**config.mk**
```make
export PLATFORM = sky130hd
export DESIGN_NAME = nibble_serial_adder_ctrl
export DESIGN_NICKNAME = d
export VERILOG_FILES = /design/src/rtl/nibble_serial_adder_ctrl_pkg.sv /design/src/rtl/nibble_serial_adder_ctrl_full_adder.sv /design/src/rtl/nibble_serial_adder_ctrl.sv
export SDC_FILE = /design/constraint.sdc
export NUM_CORES = 1
export LEC_CHECK = 0
export CAP_MARGIN = 15
export CELL_PAD_IN_SITES_DETAIL_PLACEMENT = 0
export CELL_PAD_IN_SITES_GLOBAL_PLACEMENT = 2
export CORE_MARGIN = 3
export CORE_UTILIZATION = 34
export DETAILED_ROUTE_END_ITERATION = 8
export PLACE_DENSITY = 0.84
export RECOVER_POWER = 50
export SYNTH_ARGS = -nofsm -noshare
export SYNTH_HDL_FRONTEND = slang
export SYNTH_HIERARCHICAL = 1
export SYNTH_SLANG_ARGS = --single-unit
```
**constraint.sdc**
```tcl
create_clock -name clk -period 3.4 [get_ports clk]
set_input_delay 0.34 -clock clk [delete_from_list [all_inputs] [get_ports clk]]
set_output_delay 0.34 -clock clk [all_outputs]
set_load 0.01 [all_outputs]
```
**src/rtl/nibble_serial_adder_ctrl_pkg.sv**
```systemverilog
// Shared definitions for the nibble-serial adder sequencer: FSM encodings and slice width.
package nibble_serial_adder_ctrl_pkg;

    localparam int NIBBLE_W = 4;

    typedef enum logic [1:0] {
        IDLE = 2'd0,
        CALC = 2'd1,
        DONE = 2'd2
    } state_t;

endpackage

```
**src/rtl/nibble_serial_adder_ctrl_full_adder.sv**
```systemverilog
// The team's 4-bit full_adder slice: purely combinational nibble add with carry in/out.
module full_adder
    import nibble_serial_adder_ctrl_pkg::*;
(
    input  logic [NIBBLE_W-1:0] a,
    input  logic [NIBBLE_W-1:0] b,
    input  logic                c_in,
    output logic                c_out,
    output logic [NIBBLE_W-1:0] s
);

    logic [NIBBLE_W:0] total;

    assign total = {1'b0, a} + {1'b0, b} + {{NIBBLE_W{1'b0}}, c_in};
    assign s     = total[NIBBLE_W-1:0];
    assign c_out = total[NIBBLE_W];

endmodule

```
**src/rtl/nibble_serial_adder_ctrl.sv**
```systemverilog
// Wide adder built from one shared 4-bit full_adder, processing one nibble per cycle
// LSB first, with valid/ready handshakes on both the operand and result sides.
module nibble_serial_adder_ctrl
    import nibble_serial_adder_ctrl_pkg::*;
#(
    parameter int NIBBLES = 4
) (
    input  logic                        clk,
    input  logic                        rst_n,
    input  logic                        in_valid,
    output logic                        in_ready,
    input  logic [NIBBLE_W*NIBBLES-1:0] in_a,
    input  logic [NIBBLE_W*NIBBLES-1:0] in_b,
    input  logic                        in_c,
    output logic                        out_valid,
    input  logic                        out_ready,
    output logic [NIBBLE_W*NIBBLES-1:0] out_sum,
    output logic                        out_c,
    output logic                        out_ovf,
    output logic                        busy
);

    localparam int W     = NIBBLE_W * NIBBLES;
    localparam int IDX_W = $clog2(NIBBLES);
    localparam logic [IDX_W-1:0] LAST_IDX = IDX_W'(NIBBLES - 1);

    state_t state;
    state_t state_next;

    logic [W-1:0]        a_sh;
    logic [W-1:0]        b_sh;
    logic [W-1:0]        result;
    logic                carry;
    logic                ovf;
    logic [IDX_W-1:0]    idx;

    logic [NIBBLE_W-1:0] fa_s;
    logic                fa_c;
    logic                accept;
    logic                last_nibble;

    full_adder u_full_adder (
        .a     (a_sh[NIBBLE_W-1:0]),
        .b     (b_sh[NIBBLE_W-1:0]),
        .c_in  (carry),
        .c_out (fa_c),
        .s     (fa_s)
    );

    assign accept      = (state == IDLE) && in_valid;
    assign last_nibble = (idx == LAST_IDX);

    always_ff @(posedge clk or negedge rst_n) begin
        if (!rst_n) begin
            state <= IDLE;
        end else begin
            state <= state_next;
        end
    end

    always_comb begin
        state_next = state;
        in_ready   = 1'b0;
        out_valid  = 1'b0;
        busy       = 1'b0;
        case (state)
            IDLE: begin
                in_ready = 1'b1;
                if (in_valid) begin
                    state_next = CALC;
                end
            end
            CALC: begin
                busy = 1'b1;
                if (last_nibble) begin
                    state_next = DONE;
                end
            end
            DONE: begin
                busy      = 1'b1;
                out_valid = 1'b1;
                if (out_ready) begin
                    state_next = IDLE;
                end
            end
            default: begin
                state_next = IDLE;
            end
        endcase
    end

    // Sum nibbles enter at the top of the result and drift down, so after the
    // last slice nibble 0 sits in the low bits. The index stops at the last
    // slice rather than wrapping so it never exceeds NIBBLES-1.
    always_ff @(posedge clk or negedge rst_n) begin
        if (!rst_n) begin
            a_sh   <= '0;
            b_sh   <= '0;
            result <= '0;
            carry  <= 1'b0;
            ovf    <= 1'b0;
            idx    <= '0;
        end else if (accept) begin
            a_sh   <= in_a;
            b_sh   <= in_b;
            result <= '0;
            carry  <= in_c;
            ovf    <= 1'b0;
            idx    <= '0;
        end else if (state == CALC) begin
            result <= {fa_s, result[W-1:NIBBLE_W]};
            carry  <= fa_c;
            a_sh   <= a_sh >> NIBBLE_W;
            b_sh   <= b_sh >> NIBBLE_W;
            if (last_nibble) begin
                ovf <= (a_sh[NIBBLE_W-1] == b_sh[NIBBLE_W-1]) &&
                       (fa_s[NIBBLE_W-1] != a_sh[NIBBLE_W-1]);
            end else begin
                idx <= idx + 1'b1;
            end
        end
    end

    assign out_sum = result;
    assign out_c   = carry;
    assign out_ovf = ovf;

endmodule

```
* Word-level counts from Yosys, hierarchy flattened *
Cells that the tools add are included.

operators by class
  add/subtract/negate cells = 3
  multiply operators = 0
  div/mod/pow operators = 0
  magnitude comparators = 0
  equality and inequality tests = 9
  shifts and indexed selects = 0
  muxes and demuxes = 21
  bitwise gates (word level) = 0
  reductions and logical operators = 9

operators by type and width
  kind                                            count
  2-to-1 mux 16 bit                               6
  2-to-1 mux 2 bit                                6
  2-to-1 mux 1 bit                                8
  != test 2 bit (second input constant)           4
  case mux 2 bit (3 select lines)                 1
  adder 4 x 4 -> 5 bit                            1
  adder 5 x 1 -> 5 bit                            1
  == test 2 bit (second input constant)           2
  AND reduction 2 bit                             2
  nonzero test 2 bit                              2
  AND reduction 3 bit                             1
  adder 2 x 1 -> 2 bit (second input constant)    1
  == test 2 x 1 -> 1 bit (second input constant)  1
  logical AND 1 bit                               2
  logical NOT 2 bit                               1
  OR reduction 2 bit                              1
  == test 1 bit                                   1
  != test 1 bit                                   1

word-level totals
  flip-flop bits (word level) = 54
  bits in latches = 0
  RAM bits = 0
  bits in read-only memories = 0
  output and inout port bits = 21
  logic and storage cells = 49
  memories = 0

* Logic depth before layout (Yosys ltp) *
  depth in word-level cells = 7
  gate-level depth with buffers = 8

* By module *
The synthesis kept the hierarchy.

by module, submodules not included
  module                    times used  cells an instance  area an instance (µm²)  sequential area each (µm²)
  nibble_serial_adder_ctrl  1           224                2,464.9                 1,351.3
  full_adder                1           16                 143.9                   0.0

* Least setup slack after synthesis *
Ideal clock, no wire load.

  kind = flip-flop to flip-flop
  start point = reg a_sh[0]
  end point = reg ovf, in the netlist out_ovf
  setup time = 0.142 ns
  arrival = 1.641 ns
  slack = 1.617 ns
  stages on the path, launching flop included = 8
  buffers on the path = 0
  period minus slack after synthesis = 1.783 ns
  path through = dfrtp_1 > fa_1 > a21o_1 > a21oi_2 > xnor2_1 > and3b_1 > a21oi_1 > a311oi_1

on the way
  cells in the longest elaborated chain, start to end = 7

ends and longest elaborated chain
  element                   RTL line                                   source
  start: declaration        nibble_serial_adder_ctrl.sv:30             logic [W-1:0] a_sh;
  start signal: assignment  nibble_serial_adder_ctrl.sv:104            a_sh <= in_a;
  start signal: assignment  nibble_serial_adder_ctrl.sv:113            a_sh <= a_sh >> NIBBLE_W;
  adder 4 x 4 -> 5 bit      nibble_serial_adder_ctrl_full_adder.sv:14  assign total = {1'b0, a} + {1'b0, b} + {{NIBBLE_W{1'b0}}, c_in};
  adder 5 x 1 -> 5 bit      nibble_serial_adder_ctrl_full_adder.sv:14
  via fa_s[3]               nibble_serial_adder_ctrl.sv:37             logic [NIBBLE_W-1:0] fa_s;
  != test 1 bit             nibble_serial_adder_ctrl.sv:117            (fa_s[NIBBLE_W-1] != a_sh[NIBBLE_W-1]);
  logical AND 1 bit         nibble_serial_adder_ctrl.sv:116            ovf <= (a_sh[NIBBLE_W-1] == b_sh[NIBBLE_W-1]) &&
  2-to-1 mux 1 bit          nibble_serial_adder_ctrl.sv:115            if (last_nibble) begin
  2-to-1 mux 1 bit          nibble_serial_adder_ctrl.sv:110            end else if (state == CALC) begin
  2-to-1 mux 1 bit          nibble_serial_adder_ctrl.sv:103            end else if (accept) begin
  end signal: assignment    nibble_serial_adder_ctrl.sv:116
  end: declaration          nibble_serial_adder_ctrl.sv:34             logic ovf;

The timed path passes the listed nets, and every way through them passes these cells. The select of a mux whose other input is x is not followed.
A chain may end at the register's enable or synchronous reset.

* Worst setup path in the final report *
  start point = reg state[1]
  end point = out in_ready

on the way
  cells in the longest elaborated chain, start to end = 2

ends and longest elaborated chain
  element                   RTL line                        source
  start: declaration        nibble_serial_adder_ctrl.sv:27  state_t state;
  start signal: assignment  nibble_serial_adder_ctrl.sv:57  state <= state_next;
  logical NOT 2 bit         nibble_serial_adder_ctrl.sv:66  case (state)
  2-to-1 mux 1 bit          nibble_serial_adder_ctrl.sv:66
  end: declaration          nibble_serial_adder_ctrl.sv:11  output logic in_ready,

No other way between the ends.

==> metrics.csv <==
metric;value;unit
postCtsSetupBuffers;0;
cpMaxStageDelayCell;clkdlybuf4s50_1;
min_period;2.02;ns
timing.fmax;0.494;GHz
rsz0062_at_grt;no;
cts.sinks;54;
report.final.slew_viol_count;0;
die_h;93.6;um
drv_cap;0;
status;finished clean;
power_density;891;mW/mm2
switching_share;0.368;
dr.pass1.iters;4;
grt_antenna_before_repair;0;
vias;1794;
fin_crit_sh;0.596;
required;3.06;ns
power.share.clock;0.134;
num_rows;31;
clk_pin_slew;0.09;ns
power.internal;1.90;mW
overflow;0;
fp.dieW;93.6;um
core;0.00733;mm2
cts_max_level;2;
track_usage;0.130;
worstSetupEndpointType;primary output;
final.setup.worst_slack;1.38;ns
clock_latency;0.30;ns
cp.arrival;1.68;ns
start_kind;flip-flop;
post-route-drc-count;0;
tritoncts;yes;
holdCritPathClass;in2async;
relSlewSlack;0.0127;
wl;5090;um
power_frac_seq;0.378;
ys_types;24;
antenna_left;0;
nNetsFinal;341;
dp_slack;1.39;ns
grt_max_degree;44;
path_cells;inv_1, ha_1, clkdlybuf4s50_1;
worst_pin_slew;1.48;ns
peakVddDrop;0.509;mV
grt_pass1_wl;9180;um
fin_setup_tns;0;ns
timing.critical_path.slowest_cell_delay;0.57;ns
syn_area_per_cell;10.9;um2
post_cts_resized;0;
start_util;0.356;
area_growth;29.0;%
final_layout_size_suffix_gt1_frac;0.0578;
clockBufferDepth;2;
antenna_cells;0;
finalHoldViolations;0;
fin_worst_skew;0.00488;ns
ys_ff_latch;54;
globalplace.congestion;0.688;
grt_pass1_vias;1921;
switchingPower;1.10;mW
critical_path_class;reg2out;
syn_area;0.00261;mm2
finalSetupViolCount;0;
critPathMaxFanout;4;
clock-root-buffer;clkbuf_8;
routedWlPerCell;13.0;um
cts-buffers-inserted;5;
leakage;1.51;nW
dp_hpwl;3620;um
final_common_cell;dfrtp_1;
syn_nets;288;
io_buffer_count;57;
ys_seq_area_frac;0.518;
io_pins;58;
synthCells;240;
comb_power_share;0.488;
vias_per_cell;4.56;
yosysWarningCount;6;
dieArea;0.00876;mm2
cts_hold_buf;0;
final_cell_mix;dfrtp_1 (54), clkdlybuf4s50_1 (46), mux2i_1 (42), nand2_1 (33), o21ai_1 (33);
drt_iter0_markers;80;
fill_cells;695;
## path summary, 6_finish.rpt
kind,endpoint,slack (ns),depth (start not counted),start
setup / recovery,in_ready,1.38,3,state[1]$_DFFE_PN0P_
hold / removal,state[1]$_DFFE_PN0P_,0.38,1,rst_n
setup reg to reg,a_sh[2]$_DFFE_PN0P_,1.39,6,state[1]$_DFFE_PN0P_
hold reg to reg,out_sum[0]$_DFFE_PN0P_,0.53,2,out_sum[0]$_DFFE_PN0P_
max in group asynchronous,out_sum[12]$_DFFE_PN0P_,1.93,2,rst_n
min in group clk,out_sum[0]$_DFFE_PN0P_,0.53,2,out_sum[0]$_DFFE_PN0P_
## synth_stat cells, drive strengths merged
| library cell | instances | share of area |
|---|---|---|
| a21o | 1 | 0.0029 |
| a21oi | 3 | 0.0072 |
| a221oi | 1 | 0.010 |
| a311oi | 1 | 0.0034 |
| and2 | 1 | 0.0024 |
| and3b | 1 | 0.0034 |
| buf | 13 | 0.031 |
| clkbuf | 2 | 0.0029 |
| dfrtp | 54 | 0.52 |
| fa | 2 | 0.015 |
| ha | 9 | 0.043 |
| inv | 8 | 0.012 |
| mux2 | 2 | 0.0086 |
| mux2i | 42 | 0.16 |
| nand2 | 33 | 0.047 |
| nand2b | 9 | 0.022 |
| nor2 | 19 | 0.027 |
| nor2b | 2 | 0.0077 |
| o21ai | 34 | 0.065 |
| xnor2 | 3 | 0.010 |
## per-stage QoR
stage	hold WS (ns)	std cells	power (mW)	cell area (um2)	util
floorplan	0.0444	240	2.18	2610	-
global placement	0.394	385	2.63	3260	0.444
detailed placement	0.391	385	2.66	3260	0.444
CTS	0.0581	393	3.07	3370	0.459
global route	0.497	393	3.29	3370	0.459
finish	0.384	393	3.00	3370	0.459
## kinds of logic after synthesis
| logic type | Yosys count | share of synthesized area |
|---|---|---|
| simple gates | 65 | 0.110 |
| flops | 54 | 0.518 |
| mux | 44 | 0.170 |
| compound gates | 40 | 0.0887 |
| buf+inv | 23 | 0.0451 |
| fa+ha+maj | 11 | 0.0585 |
| xor+xnor | 3 | 0.0101 |
## registers in the layout, summed over array words and instances (netlist names)
signal,count
a_sh,16
b_sh,16
out_sum,16
idx,2
state,2
out_c,1
out_ovf,1
## layer usage
layer | GRT usage | wire length, um | part of all wire | up-vias
li1 | - | - | - | 908
met1 | 0.177 | 2460 | 0.48 | 843
met4 | 0.0361 | 64 | 0.013 | 0
met2 | 0.210 | 2360 | 0.46 | 36
met5 | 0 | 0 | 0 | -
met3 | 0.0282 | 208 | 0.041 | 7
## worst max-delay path, delay by kind of cell, from the launching register on
family / cells / cell delay [ns]
buffers and inverters: 2 / 0.72
DFF: 1 / 0.41
adders and majority gates: 1 / 0.26
## layout make-up
type | count | area (um2) | share of cell area
Clock buffer | 8 | 110 | 0.0327
Timing Repair Buffer | 61 | 607 | 0.180
Tap cell | 99 | 124 | 0.0368
Multi-Input combinational cell | 163 | 1140 | 0.340
Sequential cell | 54 | 1350 | 0.401
Inverter | 8 | 30.0 | 0.00892
## power by group through the flow
stage / registers (mW) / clock network, mW / logic (mW)
2_1_floorplan: 1.14 / 0 / 1.04
3_3_place_gp: 1.15 / 0 / 1.48
3_5_place_dp: 1.16 / 0 / 1.50
4_1_cts: 1.15 / 0.417 / 1.51
5_1_grt: 1.18 / 0.446 / 1.66
6_report: 1.13 / 0.401 / 1.46
No activity file was read; power rests on OpenSTA's default activity.
==> patch (same flow settings) <==
Set the parameter `NIBBLES` to 16 (it was 4).
--- a/src/rtl/nibble_serial_adder_ctrl.sv
+++ b/src/rtl/nibble_serial_adder_ctrl.sv
@@ -4,5 +4,5 @@
     import nibble_serial_adder_ctrl_pkg::*;
 #(
-    parameter int NIBBLES = 4
+    parameter int NIBBLES = 16
 ) (
     input  logic                        clk,
Interface: changed (resized in_a, in_b and out_sum); port bits go from 58 to 202. No check against the original RTL was run, so the function may have changed too.
==> patch against the unedited design <==
The flow now finishes with violations (capacitance limit, slew limit); highest routed layer unchanged; setup slack got worse by 0.55 ns; design area rose to 3.5 times the old value; via count grew to 3.6 times the old value; critical path type is now reg2reg; fmax down 21%; die area grew to 3.2 times the old value; routed wire length rose to 4.2 times the old value; critical path depth increased by 2; total power grew to 3.3 times the old value; sequential cell count up 146; clock skew up 0.0045 ns; synthesized area rose to 3.4 times the old value.
==> patch: results (changes against the unedited design) <==
status: "finished with violations"
violations: "capacitance limit, slew limit"
wirelength_mm: 21.6  # +320%
viasPerCell: 4.76  # +4.2%
ir_worst_vdd_mv: 0.403  # -21%
arrival_ns: 2.86  # +1.18 ns
skew_ns: 0.00936  # +0.00448 ns
power_density_nw_per_um2: 821  # -7.9%
postPlaceCellArea_um2: 11300  # +250%
htree_levels: 4  # +2
dp_slack_ns: 1.27  # -0.126 ns
dr.first_iter.drc_count: 414  # +420%
seqPwrFrac_pct: 39.7  # +1.9 points
p_leak_nw: 5.30  # +250%
hold_buffers: 1  # +1
drive_gt1_share_pct: 4.84  # -0.95 points
finalCritPeriodShare_pct: 75.7  # +16 points
powerClk_mw: 2.16  # +440%
root_buffer: "clkbuf_16"
place.gp.congestion: 0.748  # +8.7%
synthTopCellsByCount: "dfrtp_1, mux2i_1, nand2_1"
r2r_slack_ns: 0.83  # -0.56 ns
firstDrtPassIters: 4  # unchanged
dp.cells: 1310  # +240%
synthAdderAreaFrac_pct: 1.70  # -4.1 points
synthesis.nets: 971  # +240%
synthMuxAreaShare_pct: 20.9  # +3.9 points
synthCells: 827  # +240%
nNetsFinal: 1144  # +240%
synth.distinct_cells: 30  # +25%
grt_pass1_wl_mm: 35.2  # +280%
whs_ns: 0.442  # +0.0587 ns
intPower_mw: 6.28  # +230%
r2r_end: "a_sh[14]$_DFFE_PN0P_"
synth_area_leaders: "dfrtp_1, mux2i_1, o21ai_0, nand2_1, nor2_1"
dp.final_hpwl_mm: 14.7  # +310%
final_cell_count_no_fill: 1344  # +240%
seq_area_frac_synth_pct: 55.8  # +4.0 points
synth.top_cell.area_share_pct: 55.8  # +4.0 points
worst_pin_slew_ns: 1.58  # +0.0981 ns
maxCapViolations: 1  # +1
worst_path_largest_cell_delay_ns: 1.14  # +0.57 ns
first_global_vias: 6417  # +230%
path_delay_family: "adder cells"
critPathSlowestCell: "ha_2"
port-buffer-count: 201  # +250%
cts_inserted_buffers: 17  # +12
synth_xor_xnor_area_share_pct: 0.195  # -0.81 points
grt.total_usage_pct: 15.4  # +2.4 points
hold_path.class: "in2reg"
crit_cells: 5  # +2
cp_max_fo: 46  # +42
slew_viol_final: 61  # +61
synth-compound-area-share_pct: 7.51  # -1.4 points
grt_max_degree: 98  # +120%
holdPathStages: 3
## patch: cell count changes in the layout (fill, tap and decap cells not counted), sizes merged, moves of 46 or more
cell / before / now
o21ai: 34 / 125
nand2: 33 / 141
mux2i: 42 / 185
clkdlybuf4s50: 46 / 167
dfrtp: 54 / 200
nor2: 19 / 65
## patch: kinds of logic after synthesis
group                      Yosys count
adders and majority gates           11
muxes                              187
buffers and inverters               68
xor gates and xnor gates             2
AOI/OAI and AO/OA                  131
DFF                                200
and+or+nand+nor                    228
## patch: how the worst max path moves through the flow
| stage | from | endpoint |
|---|---|---|
| finish | state[1]$_DFFE_PN0P_ | a_sh[14]$_DFFE_PN0P_ |
| global placement | state[1]$_DFFE_PN0P_ | a_sh[17]$_DFFE_PN0P_ |
| floorplan | a_sh[0]$_DFFE_PN0P_ | out_ovf$_DFFE_PN0P_ |
| CTS | state[1]$_DFFE_PN0P_ | in_ready |
| detailed placement | state[1]$_DFFE_PN0P_ | a_sh[9]$_DFFE_PN0P_ |
| global route | state[1]$_DFFE_PN0P_ | b_sh[28]$_DFFE_PN0P_ |
## patch: area by class of cell
class	instances	area [um^2]
repair buffers	213	2190
well taps	330	413
flip-flops and latches	200	5000
multi-input cells	559	3650
inverters	9	33.8
diodes	1	2.50
clock inverters	14	198
clock buffers	18	439
fillers	2442	13600
## patch: metal layers
| metal | up-vias | share of wire [%] | routed length [um] | track usage, % |
|---|---|---|---|---|
| li1 | 3166 | - | - | - |
| met1 | 3044 | 49 | 10700 | 23.0 |
| met2 | 168 | 45 | 9660 | 23.1 |
| met3 | 13 | 5.0 | 1070 | 3.12 |
| met4 | 0 | 0.76 | 165 | 3.42 |
| met5 | - | 0 | 0 | 0 |
## patch: tightest hold or removal path, stage by stage
cell and delay (ns):
clkdlybuf4s50_1 0.40, nand2_1 0.06, nand2_1 0.04
